<file path="config.mk">
export PLATFORM = sky130hd
export DESIGN_NAME = decode_flat
export DESIGN_NICKNAME = d
export VERILOG_FILES = /design/src/rtl/decode_if.sv /design/src/rtl/decode.sv /design/src/flat_wrapper.sv
export SDC_FILE = /design/constraint.sdc
export NUM_CORES = 1
export LEC_CHECK = 0
export ABC_AREA = 1
export BUFFER_PORTS_ARGS = -buffer_cell sky130_fd_sc_hd__buf_2
export CORE_ASPECT_RATIO = 1.1
export CORE_MARGIN = 5
export CORE_UTILIZATION = 40
export DETAILED_ROUTE_END_ITERATION = 10
export PLACE_DENSITY = 0.77
export SYNTH_ARGS = -nofsm -noshare
export SYNTH_HDL_FRONTEND = slang
export SYNTH_SLANG_ARGS = --single-unit
</file>
<file path="constraint.sdc">
create_clock -name clk -period 1.57 [get_ports clk]
set_input_delay 0 -clock clk [delete_from_list [all_inputs] [get_ports clk]]
set_output_delay 0 -clock clk [all_outputs]
set_load 0.02 [all_outputs]
</file>
<file path="src/rtl/decode_if.sv">
// ---------------------------------------------------------------------------
// decode_if : signal bundle between the IF/ID side, the decode stage and the
//             ID/EX register outputs of the RV64I pipeline.
//
// Signals:
//   instruction      32  instruction currently held in IF/ID
//   id_ex_MemRead     1  MemRead of the instruction now in EX
//   id_ex_Rd          5  destination register of the instruction now in EX
//   if_id_Rs1/Rs2     5  source registers of the IF/ID instruction
//   hazard_detected   1  external stall request
//   PCWrite           1  PC update enable (combinational)
//   IF_ID_Write       1  IF/ID write enable (combinational)
//   id_ex_*           ID/EX registered controls, register indices, valid bit
//   opcode            7  registered instr[6:0]
//   alu_src/alu_op/branch/imm  registered datapath controls and immediate
//
// Modports:
//   master : drives the IF/ID side inputs, observes the decode outputs
//   slave  : the decode stage itself
// ---------------------------------------------------------------------------
interface decode_if;
  logic [31:0] instruction;
  logic        id_ex_MemRead;
  logic [4:0]  id_ex_Rd;
  logic [4:0]  if_id_Rs1;
  logic [4:0]  if_id_Rs2;
  logic        hazard_detected;

  logic        PCWrite;
  logic        IF_ID_Write;
  logic        id_ex_Memread;
  logic        id_ex_MemtoReg;
  logic        id_ex_Regwrite;
  logic        id_ex_Memwrite;
  logic        id_ex_write;
  logic [4:0]  id_ex_rs1;
  logic [4:0]  id_ex_rs2;
  logic [4:0]  id_ex_rd;
  logic [6:0]  opcode;
  logic        alu_src;
  logic [3:0]  alu_op;
  logic        branch;
  logic [63:0] imm;

  modport master (
    output instruction, id_ex_MemRead, id_ex_Rd, if_id_Rs1, if_id_Rs2,
           hazard_detected,
    input  PCWrite, IF_ID_Write, id_ex_Memread, id_ex_MemtoReg,
           id_ex_Regwrite, id_ex_Memwrite, id_ex_write, id_ex_rs1,
           id_ex_rs2, id_ex_rd, opcode, alu_src, alu_op, branch, imm
  );

  modport slave (
    input  instruction, id_ex_MemRead, id_ex_Rd, if_id_Rs1, if_id_Rs2,
           hazard_detected,
    output PCWrite, IF_ID_Write, id_ex_Memread, id_ex_MemtoReg,
           id_ex_Regwrite, id_ex_Memwrite, id_ex_write, id_ex_rs1,
           id_ex_rs2, id_ex_rd, opcode, alu_src, alu_op, branch, imm
  );
endinterface

</file>
<file path="src/rtl/decode.sv">
// ---------------------------------------------------------------------------
// decode : instruction-decode stage of the 5-stage RV64I pipeline.
//
// Decodes the IF/ID instruction into control bits, register indices and a
// sign-extended 64-bit immediate, and registers them into ID/EX. Detects
// stalls (external request, optionally load-use) and turns the ID/EX entry
// into a bubble while holding PC and IF/ID.
//
// Ports:
//   clk    rising-edge clock
//   reset  asynchronous, active-high; clears every ID/EX output
//   bus    decode_if.slave : IF/ID side inputs and ID/EX outputs
//
// Build option:
//   LOAD_USE_DETECT_EN  when defined, a load in EX whose rd (non-zero)
//                       matches rs1/rs2 of the IF/ID instruction stalls.
//                       When undefined, only hazard_detected stalls.
// ---------------------------------------------------------------------------
module decode (
  input  logic     clk,
  input  logic     reset,
  decode_if.slave  bus
);

  localparam logic [6:0] OP_R     = 7'b0110011;
  localparam logic [6:0] OP_I     = 7'b0010011;
  localparam logic [6:0] OP_LOAD  = 7'b0000011;
  localparam logic [6:0] OP_STORE = 7'b0100011;
  localparam logic [6:0] OP_BR    = 7'b1100011;
  localparam logic [6:0] OP_LUI   = 7'b0110111;
  localparam logic [6:0] OP_AUIPC = 7'b0010111;
  localparam logic [6:0] OP_JAL   = 7'b1101111;
  localparam logic [6:0] OP_JALR  = 7'b1100111;

  localparam logic [3:0] ALU_ADD  = 4'b0000;
  localparam logic [3:0] ALU_SUB  = 4'b0001;
  localparam logic [3:0] ALU_AND  = 4'b0010;
  localparam logic [3:0] ALU_OR   = 4'b0011;
  localparam logic [3:0] ALU_XOR  = 4'b0100;
  localparam logic [3:0] ALU_SLL  = 4'b0101;
  localparam logic [3:0] ALU_SRL  = 4'b0110;
  localparam logic [3:0] ALU_SRA  = 4'b0111;
  localparam logic [3:0] ALU_SLT  = 4'b1000;
  localparam logic [3:0] ALU_SLTU = 4'b1001;

  // ID/EX contents; controls are grouped so a bubble clears them together
  typedef struct packed {
    logic        memread;
    logic        memtoreg;
    logic        regwrite;
    logic        memwrite;
    logic        alu_src;
    logic        branch;
    logic        valid;
    logic [3:0]  alu_op;
  } ctrl_t;

  typedef struct packed {
    ctrl_t       ctrl;
    logic [4:0]  rs1;
    logic [4:0]  rs2;
    logic [4:0]  rd;
    logic [6:0]  opcode;
    logic [63:0] imm;
  } idex_t;

  function automatic logic [63:0] imm_i(input logic [31:0] ins);
    return {{52{ins[31]}}, ins[31:20]};
  endfunction

  function automatic logic [63:0] imm_s(input logic [31:0] ins);
    return {{52{ins[31]}}, ins[31:25], ins[11:7]};
  endfunction

  function automatic logic [63:0] imm_b(input logic [31:0] ins);
    return {{52{ins[31]}}, ins[7], ins[30:25], ins[11:8], 1'b0};
  endfunction

  function automatic logic [63:0] imm_u(input logic [31:0] ins);
    return {{32{ins[31]}}, ins[31:12], 12'b0};
  endfunction

  function automatic logic [63:0] imm_j(input logic [31:0] ins);
    return {{44{ins[31]}}, ins[19:12], ins[20], ins[30:21], 1'b0};
  endfunction

  // funct3 -> ALU op; instr[30] picks SUB (R-type only) and SRA (both)
  function automatic logic [3:0] alu_sel(input logic [2:0] f3,
                                         input logic       b30,
                                         input logic       is_r);
    logic [3:0] op;
    case (f3)
      3'b000:  op = (is_r && b30) ? ALU_SUB : ALU_ADD;
      3'b001:  op = ALU_SLL;
      3'b010:  op = ALU_SLT;
      3'b011:  op = ALU_SLTU;
      3'b100:  op = ALU_XOR;
      3'b101:  op = b30 ? ALU_SRA : ALU_SRL;
      3'b110:  op = ALU_OR;
      3'b111:  op = ALU_AND;
      default: op = ALU_ADD;
    endcase
    return op;
  endfunction

  logic        load_use_s;
  logic        stall_s;
  ctrl_t       dec_ctrl_s;
  logic [63:0] dec_imm_s;
  idex_t       idex_d;
  idex_t       idex_q;
  logic [31:0] ins_s;

  assign ins_s = bus.instruction;

`ifdef LOAD_USE_DETECT_EN
  assign load_use_s = bus.id_ex_MemRead && (bus.id_ex_Rd != 5'd0) &&
                      ((bus.id_ex_Rd == bus.if_id_Rs1) ||
                       (bus.id_ex_Rd == bus.if_id_Rs2));
`else
  // Detection disabled: the compare inputs are still read so both builds
  // have the same port usage, but the result is forced to 0.
  assign load_use_s = 1'b0 & (^{bus.id_ex_MemRead, bus.id_ex_Rd,
                                bus.if_id_Rs1, bus.if_id_Rs2});
`endif

  assign stall_s         = bus.hazard_detected | load_use_s;
  assign bus.PCWrite     = ~stall_s;
  assign bus.IF_ID_Write = ~stall_s;

  // Opcode decode into controls and immediate
  always_comb begin
    dec_ctrl_s = '0;
    dec_imm_s  = 64'd0;
    case (ins_s[6:0])
      OP_R: begin
        dec_ctrl_s.regwrite = 1'b1;
        dec_ctrl_s.valid    = 1'b1;
        dec_ctrl_s.alu_op   = alu_sel(ins_s[14:12], ins_s[30], 1'b1);
      end
      OP_I: begin
        dec_ctrl_s.regwrite = 1'b1;
        dec_ctrl_s.alu_src  = 1'b1;
        dec_ctrl_s.valid    = 1'b1;
        dec_ctrl_s.alu_op   = alu_sel(ins_s[14:12], ins_s[30], 1'b0);
        dec_imm_s           = imm_i(ins_s);
      end
      OP_LOAD: begin
        dec_ctrl_s.memread  = 1'b1;
        dec_ctrl_s.memtoreg = 1'b1;
        dec_ctrl_s.regwrite = 1'b1;
        dec_ctrl_s.alu_src  = 1'b1;
        dec_ctrl_s.valid    = 1'b1;
        dec_ctrl_s.alu_op   = ALU_ADD;
        dec_imm_s           = imm_i(ins_s);
      end
      OP_STORE: begin
        dec_ctrl_s.memwrite = 1'b1;
        dec_ctrl_s.alu_src  = 1'b1;
        dec_ctrl_s.valid    = 1'b1;
        dec_ctrl_s.alu_op   = ALU_ADD;
        dec_imm_s           = imm_s(ins_s);
      end
      OP_BR: begin
        dec_ctrl_s.branch   = 1'b1;
        dec_ctrl_s.valid    = 1'b1;
        dec_ctrl_s.alu_op   = ALU_SUB;
        dec_imm_s           = imm_b(ins_s);
      end
      // Unsupported formats: no controls, but the immediate is still shown
      OP_LUI, OP_AUIPC: dec_imm_s = imm_u(ins_s);
      OP_JAL:           dec_imm_s = imm_j(ins_s);
      OP_JALR:          dec_imm_s = imm_i(ins_s);
      default:          dec_imm_s = 64'd0;
    endcase
  end

  // ID/EX next state: fields always load, controls become a bubble on stall
  always_comb begin
    idex_d        = '0;
    idex_d.rs1    = ins_s[19:15];
    idex_d.rs2    = ins_s[24:20];
    idex_d.rd     = ins_s[11:7];
    idex_d.opcode = ins_s[6:0];
    idex_d.imm    = dec_imm_s;
    if (stall_s) begin
      idex_d.ctrl = '0;
    end else begin
      idex_d.ctrl = dec_ctrl_s;
    end
  end

  // ID/EX pipeline register
  always_ff @(posedge clk or posedge reset) begin
    if (reset) begin
      idex_q <= '0;
    end else begin
      idex_q <= idex_d;
    end
  end

  assign bus.id_ex_Memread  = idex_q.ctrl.memread;
  assign bus.id_ex_MemtoReg = idex_q.ctrl.memtoreg;
  assign bus.id_ex_Regwrite = idex_q.ctrl.regwrite;
  assign bus.id_ex_Memwrite = idex_q.ctrl.memwrite;
  assign bus.alu_src        = idex_q.ctrl.alu_src;
  assign bus.branch         = idex_q.ctrl.branch;
  assign bus.id_ex_write    = idex_q.ctrl.valid;
  assign bus.alu_op         = idex_q.ctrl.alu_op;
  assign bus.id_ex_rs1      = idex_q.rs1;
  assign bus.id_ex_rs2      = idex_q.rs2;
  assign bus.id_ex_rd       = idex_q.rd;
  assign bus.opcode         = idex_q.opcode;
  assign bus.imm            = idex_q.imm;

endmodule

</file>
<file path="src/flat_wrapper.sv">
// flat-port wrapper written by rule: the top's interface ports become plain ports
module decode_flat 
  (clk, reset, bus_instruction, bus_id_ex_MemRead, bus_id_ex_Rd, bus_if_id_Rs1, bus_if_id_Rs2, bus_hazard_detected, bus_PCWrite, bus_IF_ID_Write, bus_id_ex_Memread, bus_id_ex_MemtoReg, bus_id_ex_Regwrite, bus_id_ex_Memwrite, bus_id_ex_write, bus_id_ex_rs1, bus_id_ex_rs2, bus_id_ex_rd, bus_opcode, bus_alu_src, bus_alu_op, bus_branch, bus_imm);
  decode_if bus_i ();
  input  logic clk;
  input  logic reset;
  input wire logic [$bits(bus_i.instruction)-1:0] bus_instruction;
  input wire logic [$bits(bus_i.id_ex_MemRead)-1:0] bus_id_ex_MemRead;
  input wire logic [$bits(bus_i.id_ex_Rd)-1:0] bus_id_ex_Rd;
  input wire logic [$bits(bus_i.if_id_Rs1)-1:0] bus_if_id_Rs1;
  input wire logic [$bits(bus_i.if_id_Rs2)-1:0] bus_if_id_Rs2;
  input wire logic [$bits(bus_i.hazard_detected)-1:0] bus_hazard_detected;
  output wire logic [$bits(bus_i.PCWrite)-1:0] bus_PCWrite;
  output wire logic [$bits(bus_i.IF_ID_Write)-1:0] bus_IF_ID_Write;
  output wire logic [$bits(bus_i.id_ex_Memread)-1:0] bus_id_ex_Memread;
  output wire logic [$bits(bus_i.id_ex_MemtoReg)-1:0] bus_id_ex_MemtoReg;
  output wire logic [$bits(bus_i.id_ex_Regwrite)-1:0] bus_id_ex_Regwrite;
  output wire logic [$bits(bus_i.id_ex_Memwrite)-1:0] bus_id_ex_Memwrite;
  output wire logic [$bits(bus_i.id_ex_write)-1:0] bus_id_ex_write;
  output wire logic [$bits(bus_i.id_ex_rs1)-1:0] bus_id_ex_rs1;
  output wire logic [$bits(bus_i.id_ex_rs2)-1:0] bus_id_ex_rs2;
  output wire logic [$bits(bus_i.id_ex_rd)-1:0] bus_id_ex_rd;
  output wire logic [$bits(bus_i.opcode)-1:0] bus_opcode;
  output wire logic [$bits(bus_i.alu_src)-1:0] bus_alu_src;
  output wire logic [$bits(bus_i.alu_op)-1:0] bus_alu_op;
  output wire logic [$bits(bus_i.branch)-1:0] bus_branch;
  output wire logic [$bits(bus_i.imm)-1:0] bus_imm;
  assign bus_i.instruction = bus_instruction;
  assign bus_i.id_ex_MemRead = bus_id_ex_MemRead;
  assign bus_i.id_ex_Rd = bus_id_ex_Rd;
  assign bus_i.if_id_Rs1 = bus_if_id_Rs1;
  assign bus_i.if_id_Rs2 = bus_if_id_Rs2;
  assign bus_i.hazard_detected = bus_hazard_detected;
  assign bus_PCWrite = bus_i.PCWrite;
  assign bus_IF_ID_Write = bus_i.IF_ID_Write;
  assign bus_id_ex_Memread = bus_i.id_ex_Memread;
  assign bus_id_ex_MemtoReg = bus_i.id_ex_MemtoReg;
  assign bus_id_ex_Regwrite = bus_i.id_ex_Regwrite;
  assign bus_id_ex_Memwrite = bus_i.id_ex_Memwrite;
  assign bus_id_ex_write = bus_i.id_ex_write;
  assign bus_id_ex_rs1 = bus_i.id_ex_rs1;
  assign bus_id_ex_rs2 = bus_i.id_ex_rs2;
  assign bus_id_ex_rd = bus_i.id_ex_rd;
  assign bus_opcode = bus_i.opcode;
  assign bus_alu_src = bus_i.alu_src;
  assign bus_alu_op = bus_i.alu_op;
  assign bus_branch = bus_i.branch;
  assign bus_imm = bus_i.imm;
  decode u_core (.clk(clk), .reset(reset), .bus(bus_i));
endmodule
</file>
==> results by group <==
Routing
  – DRC: 0
  – Vias: 2387
  – Final wirelength: 7411 um
  – DR iter-0 viols: 85
  – Drt pass-1 iters: 4
  – Average via count per standard cell: 4.746
  – Final ANT Viol Nets: 0
  – Per-cell routed wire length: 14.73 um

Global route
  – Total gr overflow: 0
  – First-pass GRT wire length: 11750 um
  – Initial antenna violation count: 0
  – Met2 usage: 31.66%
  – Met3 Resource Use GR: 4.880%
  – Total GRT Usage: 18.32%
  – Vias in the first global route: 2451
  – Grt met1 use: 21.05%
  – Pin count of the biggest net entering global routing: 65
  – Busiest grt layer: met2

Logic synthesis
  – Main flop type after synthesis: dfrtp_1
  – Area leader, netlist: dfrtp_1
  – Synth area leaders: dfrtp_1 60%, buf_4 10%, nand2_1 9.0%
  – Mapped Nets: 325
  – Syn Std Cell Area: 2679 um^2
  – Register bit total from synthesis: 64
  – Number of flops mapped to enable cells by yosys: 0
  – Yosys warns: 0
  – Syn avg cell area: 9.777 um^2
  – Asr flop ratio synth: 100.0%
  – Synth top area share: 59.79%
  – Cells after synthesis: 274
  – Synth cell types: 20
  – Synth cell count leaders: 64 x dfrtp_1, 64 x nand2_1, 41 x nand3_1
  – Register area share after synthesis: 59.79%

Pwr
  – Peak supply drop: 0.7049 mV
  – Leakage: 0.002227 uW
  – P per Cell Area: 974.4 nW/um^2
  – Power consumption: 3700 uW

Timing
  – Final setup viols: 0
  – Max-slew violations: 0
  – RSZ-0062 raised after global routing: no
  – Relative slew margins: 57.76%
  – Crit share post-route: 92.52%
  – Peak Freq: 0.6885 GHz
  – Final WS setup: 0.1175 ns
  – Worst-margin pin slew: 0.6336 ns
  – Fin. Hold Viols: 0
  – Tmin final: 1.453 ns
  – Setup TNS: 0 ns

Placement
  – DP HPWL: 5107 um
  – Gpl congestion: 0.7764
  – DP Worst Slack: 0.2599 ns
  – # placed instances: 453
  – IO Port Bufs: 133

Floorplanning
  – Ports: 150
  – Core Area: 6555 um^2
  – Core Rows: 31
  – Die height: 95.83 um
  – Total die area: 8435 um^2
  – Die width: 88.03 um
  – Starting Density: 40.87%

Finish
  – Area growth syn-to-layout: 41.76%
  – Final-stage net count: 468
  – Ant. Diodes: 0
  – Post-Layout Cell Count: 503
  – Final Util: 57.93%
  – Layout cells sized above 1: 41.57%

Setup path
  – Worst Path Required: 1.83 ns
  – CP delay by family, top: buffers and inverters
  – CP max-delay cell: dlygate4sd3_1
  – Critical Path Most Common Cell: nand2_1
  – Critical Path AT: 1.71 ns
  – CP startpoint kind: input port
  – CP bufs+invs: 4
  – Max incr delay on CP: 0.54 ns
  – CP Class: in -> reg
  – Critical path cell sequence: dlygate4sd3_1 > buf_4 > inv_2 > nand2_1 > nor2_4 > buf_4 > nand2_1 > nand2_4 > nand2_1 > nand3_1
  – CP Max Fanout: 9
  – CP Capture Type: register

CTS
  – Inserted Clock Buffers: 9
  – Htree depth: 3
  – Sink Count: 64
  – CTS tree: done
  – Root Driver: clkbuf_8
  – Clk buf depth: 2
  – Clock transition at the registers of the reported paths: 0.06 ns

Min path
  – Worst hold path type: in -> async

Run
  – Max cap viols: 0

Outcome
  – Outcome: finished, final reports clean
power by group:
group          leakage (uW)  internal, uW  switching [uW]
Combinational       0.00127           165             268
Clock              0.000112           970             586
Sequential         0.000840          1700            15.5
area by class of cell:
type	count	area, um^2
tap	82	102.6
timing repair buffer	175	1081
fill	559	2758
clock buffer	12	155.1
clock inverter	3	65.06
sequential	64	1602
inverter	20	78.83
multi-input combinational	147	713.2
cell usage in the layout, fill, tap and decap left out:
cell / n
clkbuf_1: 1
dlygate4sd3_1: 34
nand2_1: 63
nor3_1: 2
buf_12: 1
nor3_2: 1
buf_4: 8
nand3_1: 40
nand4_1: 19
nand3_2: 2
o21a_1: 1
nor2_4: 2
inv_1: 10
nor2_1: 9
clkinv_1: 1
dfrtp_1: 64
nand2_2: 2
clkinv_2: 1
bufinv_16: 2
a31oi_1: 1
a21oi_1: 1
clkbuf_8: 11
inv_2: 8
nand2_4: 1
nor2_2: 3
clkinvlp_4: 1
buf_2: 132
metrics by stage:
| step | area [um^2] | hold WS (ns) |
|---|---|---|
| 2_1_floorplan | 2683 | 0.03143 |
| 3_3_place_gp | 3212 | 0.1061 |
| 4_1_cts | 3782 | 0.3094 |
| 3_5_place_dp | 3212 | 0.1183 |
| 5_1_grt | 3797 | 0.3144 |
| 6_report | 3797 | 0.3132 |
repair_timing:
action | 4_1_cts | 5_1_grt
endpoints found under the hold margin | 122 | 0
resized for setup | 0 | 5
setup buffers | 0 | 1
setup endpoints to repair | 0 | 20
hold buffers | 35 | 0
worst min-delay path, delay by kind of cell:
kind | cells | cell delay [ns]
buffers and inverters | 4 | 1.03
logic make-up after synthesis:
logic type,count (synthesis),share of synthesized area [%]
flip-flops,64,59.79
buffers and inverters,63,14.15
AND/OR/NAND/NOR,144,25.36
AO/OA/AOI/OAI,3,0.7007
routing by layer:
layer | vias up | routed length, um
li1 | 1139 | -
met1 | 1123 | 2829
met2 | 109 | 3744
met3 | 16 | 639
met4 | 0 | 198
met5 | - | 0
registers in the layout (all words and copies together) (netlist names), 4 cells and up:
signal,flops
u_core.bus.alu_op,4
u_core.bus.id_ex_rd,5
u_core.bus.id_ex_rs1,5
u_core.bus.id_ex_rs2,5
u_core.bus.imm,32
u_core.bus.opcode,7
worst paths after layout:
check / startpoint / endpoint / slack, ns / depth (start not counted)
setup / recovery: bus_instruction[4] / u_core.bus.imm[15]$_DFF_PP0_ / 0.12 / 10
min in group clk: bus_instruction[15] / u_core.bus.id_ex_rs1[0]$_DFF_PP0_ / 0.33 / 2
hold / removal: reset / u_core.bus.imm[28]$_DFF_PP0_ / 0.31 / 4
max in group asynchronous: reset / u_core.bus.id_ex_Memwrite$_DFF_PP0_ / 0.99 / 4
Note: power is estimated with default switching activity, not from simulation.
